`config.mk`:
```
export PLATFORM = sky130hd
export DESIGN_NAME = run_detect_fsm
export DESIGN_NICKNAME = d
export VERILOG_FILES = /design/src/rtl/run_detect_fsm.sv
export SDC_FILE = /design/constraint.sdc
export NUM_CORES = 1
export LEC_CHECK = 0
export CELL_PAD_IN_SITES_DETAIL_PLACEMENT = 0
export CELL_PAD_IN_SITES_GLOBAL_PLACEMENT = 2
export CORE_MARGIN = 2
export CORE_UTILIZATION = 25
export DETAILED_ROUTE_END_ITERATION = 10
export PLACE_DENSITY = 0.85
export SLEW_MARGIN = 0
export SYNTH_ARGS = -nofsm -noshare
export SYNTH_HDL_FRONTEND = slang
export SYNTH_SLANG_ARGS = --single-unit
```
`constraint.sdc`:
```
create_clock -name clk -period 2.6 [get_ports clk]
set_clock_uncertainty 0.15 [all_clocks]
set_input_delay 0.52 -clock clk [delete_from_list [all_inputs] [get_ports clk]]
set_output_delay 0.52 -clock clk [all_outputs]
set_load 0.005 [all_outputs]
```
`src/rtl/run_detect_fsm.sv`:
```
// rtl/run_detect_fsm.sv - run-length detector for consecutive ones on a serial bit stream
//
// Optional feature macro: DET_COUNT_EN (adds clr_cnt input and det_cnt output).
//
// Ports:
//   clk      in   single clock, all state updates on its rising edge
//   reset    in   synchronous active-low reset
//   data_in  in   serial bit, sampled when en is high
//   en       in   sample enable; data_in ignored while low
//   thr      in   [CW] run-length threshold, 0 disables detection
//   mode     in   0 = overlapping detection, 1 = non-overlapping detection
//   detect   out  registered detection flag
//   run_len  out  [CW] registered count of consecutive sampled ones
//   clr_cnt  in   synchronous clear of det_cnt (DET_COUNT_EN only)
//   det_cnt  out  [DW] saturating detection count (DET_COUNT_EN only)
module run_detect_fsm #(
    parameter int CW = 4,
    parameter int DW = 8
) (
    input  logic          clk,
    input  logic          reset,
    input  logic          data_in,
    input  logic          en,
    input  logic [CW-1:0] thr,
    input  logic          mode,
    output logic          detect,
    output logic [CW-1:0] run_len
`ifdef DET_COUNT_EN
    ,
    input  logic          clr_cnt,
    output logic [DW-1:0] det_cnt
`endif
);

    if (CW < 1 || DW < 1) begin : g_bad_param
        $error("run_detect_fsm: CW and DW must be at least 1");
    end

    typedef enum logic [1:0] {
        S_IDLE = 2'b00,
        S_RUN  = 2'b01,
        S_HIT  = 2'b10
    } state_t;

    state_t        state;
    logic [CW-1:0] run_inc;
    logic          state_legal;
    logic          hit;
    logic          det_set;

    always_comb begin
        // Run length saturates rather than wrapping so a long run never looks short.
        run_inc     = (run_len == {CW{1'b1}}) ? run_len : run_len + 1'b1;
        state_legal = (state == S_IDLE) || (state == S_RUN) || (state == S_HIT);
        hit         = (thr != '0) && (run_inc >= thr);
        // Edge on which detect will be loaded with 1; shared with the counter.
        det_set     = reset && state_legal && en && data_in && hit;
    end

    always_ff @(posedge clk) begin
        if (!reset) begin
            state   <= S_IDLE;
            run_len <= '0;
            detect  <= 1'b0;
        end else begin
            case (state)
                S_IDLE, S_RUN, S_HIT: begin
                    if (!en) begin
                        detect <= 1'b0;
                    end else if (!data_in) begin
                        state   <= S_IDLE;
                        run_len <= '0;
                        detect  <= 1'b0;
                    end else if (hit) begin
                        detect <= 1'b1;
                        if (mode) begin
                            // Non-overlapping: consume the run so the next hit needs thr fresh ones.
                            state   <= S_IDLE;
                            run_len <= '0;
                        end else begin
                            state   <= S_HIT;
                            run_len <= run_inc;
                        end
                    end else begin
                        state   <= S_RUN;
                        run_len <= run_inc;
                        detect  <= 1'b0;
                    end
                end
                default: begin
                    state   <= S_IDLE;
                    run_len <= '0;
                    detect  <= 1'b0;
                end
            endcase
        end
    end

`ifdef DET_COUNT_EN
    always_ff @(posedge clk) begin
        if (!reset) begin
            det_cnt <= '0;
        end else if (clr_cnt) begin
            // Clear wins over a detection on the same edge.
            det_cnt <= '0;
        end else if (det_set && (det_cnt != {DW{1'b1}})) begin
            det_cnt <= det_cnt + 1'b1;
        end
    end
`endif

endmodule

```
==> run_results.csv <==
group,metric,value,unit
flow_run,maxCapViolations,0,
floorplanning,start_util,26.7,%
drt,drt-total-wl,974,um
synthesis,async_flop_share,0,%
layout,drive_gt1_share,15.3,%
clocking,clk_path_buf_depth,2,
sta,worst_pin_slew,434,ps
floorplanning,rows,15,
floorplanning,core-area,1730,um^2
sta,period_minus_slack,2300,ps
clocking,cts.sinks,7,
sta,rsz0062_at_grt,"no",
synthesis,ys_warn_count,0,
layout,seq_area,140,um^2
sta,drv_slew,0,
critical_path,path_class,"reg -> reg",
synthesis,synth_nets,67,
layout,multi_input_area,305,um^2
critical_path,slowest_stage,"dfxtp_1",
layout,areaGrowthSynthToFinish,44.0,%
drt,drt-vias-per-instance,4.45,
grt,grt_pass1_wl,1550,um
critical_path,r2r-end,"state[1]",
critical_path,path_cells,"ha_1 -> nand3_1 -> mux2_2 -> ha_1 -> nand2_1 -> o21ai_1 -> a21oi_1 -> o31ai_1",
floorplanning,dieHeight,46.9,um
drt,drt-met1-wl,532,um
power,peakVddDrop,201,uV
grt,grt_pass1_vias,351,
drt,dr.pass1.iters,2,
synthesis,syn_avg_cell_area,8.69,um^2
synthesis,ys_types,22,
layout,nets,87,
critical_path,slowest_delay,420,ps
placed_design,port_buffers,13,
worst_hold_path,holdPathStages,2,
drt,met2_length,397,um
run_status,status,"finished, final reports clean",
clocking,numCtsBuffers,3,
clocking,cts_resized,0,
synthesis,ys_seq_elements,7,
critical_path,critPathTopFamily,"compound AO/OA/AOI/OAI gates",
floorplanning,die_x,46.9,um
critical_path,crit_fanout,6,
clocking,insertion_delay,250,ps
critical_path,cp-end-kind,"flip-flop",
sta,tns,0,ps
sta,finalCritPeriodShare,88.3,%
drt,ant_nets,0,
clocking,htree_levels,1,
synthesis,synth_top_flop_cell,"dfxtp_1",
layout,insertedDiodeCount,0,
power,finalPower,0.000258,W
worst_hold_path,min-delay-start,"state[1]",
critical_path,required,2610,ps
layout,fillers,190,
drt,wl_met3,44,um
grt,grt.total_usage,10.8,%
floorplanning,die-area,2200,um^2
clocking,cts-root-buf,"clkbuf_4",
sta,fmax,0.436,GHz
critical_path,cp_common_cell,"ha_1",
clocking,cts_tree,"done",
sta,hold_slack,310,ps
worst_hold_path,min_to,"state[1]",
sta,hold_violations,0,
sta,finalSetupViolCount,0,
drt,wl_per_cell,10.0,um
layout,final_util,38.4,%
synthesis,synthesis.area,460,um^2
grt,gr-total-overflow,0,
placed_design,gp_congestion,0.768,
layout,fin_area,663,um^2
critical_path,cp_num_buf_inv,0,
synthesis,synth_edf_count,0,
critical_path,cp.arrival,2310,ps
drt,highest_layer,"met3",
grt,antenna_found_initial,0,
critical_path,regToRegSetupSlack,300,ps
critical_path,reg2regPathDepth,8,
power,power_density,389,nW/um^2
placed_design,place_hpwl,815,um
drt,dr_total_vias,432,
placed_design,place_area,637,um^2
clocking,path_clk_slew,60,ps
sta,maxSlewHeadroom,71.0,%
synthesis,seq_area_frac_synth,30.4,%
clocking,postCtsSetupRepairBufs,0,
worst_hold_path,hp-class,"reg -> reg",
floorplanning,pin_count,14,
power,p_leak,0.270,nW
clocking,cts_hold_buf,0,
drt,drt-initial-drc-count,5,
synthesis,post_synth_inst_count,53,
critical_path,setup.worst_path.start_class,"flip-flop",
drt,drc,0,
critical_path,r2r-start,"run_len[1]",
grt,grt_start_max_net_pins,8,
## synthesized netlist by cell type, drive strengths merged, types with 2 or more instances
cell type | count | area [um^2]
a21oi | 2 | 10.0
dfxtp | 7 | 140
inv | 4 | 15.0
a21bo | 2 | 20.0
o31ai | 2 | 28.8
nand3 | 3 | 15.0
a32o | 2 | 20.0
ha | 5 | 62.6
o21ai | 4 | 20.0
nor2 | 4 | 15.0
nand2 | 9 | 33.8
## final cells by class
class                      count  share of cell area [%]
sequential                     7                    21.1
multi-input combinational     42                    46.0
inverter                       4                    2.26
clock buffer                   4                    3.96
tap                           25                    4.72
timing repair buffer          15                    21.9
## flip-flops by register name, indices dropped and copies added (netlist names)
name / flops
run_len: 4
state: 2
detect: 1
## logic make-up after synthesis
kind of cell / Yosys count / share of synthesized area (%)
XOR/XNOR: 1 / 1.90
flip-flops: 7 / 30.4
buffers and inverters: 4 / 3.26
multiplexers: 1 / 2.45
adder cells (fa/ha/maj): 5 / 13.6
AND/OR/NAND/NOR: 21 / 22.3
AO/OA/AOI/OAI: 14 / 26.1
## worst register-to-register path: cells and delay by family (launching register included)
family	cells	cell delay [ps]
AOI/OAI and AO/OA	3	640
adders and majority gates	2	510
DFF	1	420
muxes	1	310
and+or+nand+nor	2	180
## cells in the final DEF (no fill, tap or decap), types with 3 or more instances in the layout
cell	n
clkdlybuf4s50_1	13
nand2_1	9
dfxtp_1	7
ha_1	5
inv_1	4
nor2_1	4
nand3_1	3
o21ai_1	3
clkbuf_4	3
## metrics by stage
step / setup slack (ps) / std cells
after floorplan: 441 / 53
after global placement: 133 / 93
after detailed placement: 101 / 93
after CTS: 305 / 97
after global routing: 154 / 97
final: 304 / 97
## metal layers
layer	GRT usage, %	vias up
li1	-	231
met4	6.67	0
met1	14.3	188
met5	0	-
met3	5.77	0
met2	13.4	13
## report_power, final
part | internal [W] | switching [W]
Sequential | 0.000110 | 0.00000183
Clock | 0.0000586 | 0.0000412
Combinational | 0.0000257 | 0.0000201
## worst max path at each step
stage,startpoint,end,slack (ps),depth (start not counted)
after CTS,run_len[1],state[0],300,8
final,run_len[1],state[1],300,8
after global placement,thr[2],run_len[3],130,5
after global routing,run_len[1],state[0],150,8
after floorplan,run_len[0],state[0],440,8
after detailed placement,thr[2],run_len[3],100,5
Note: power is estimated with default switching activity, not from simulation.
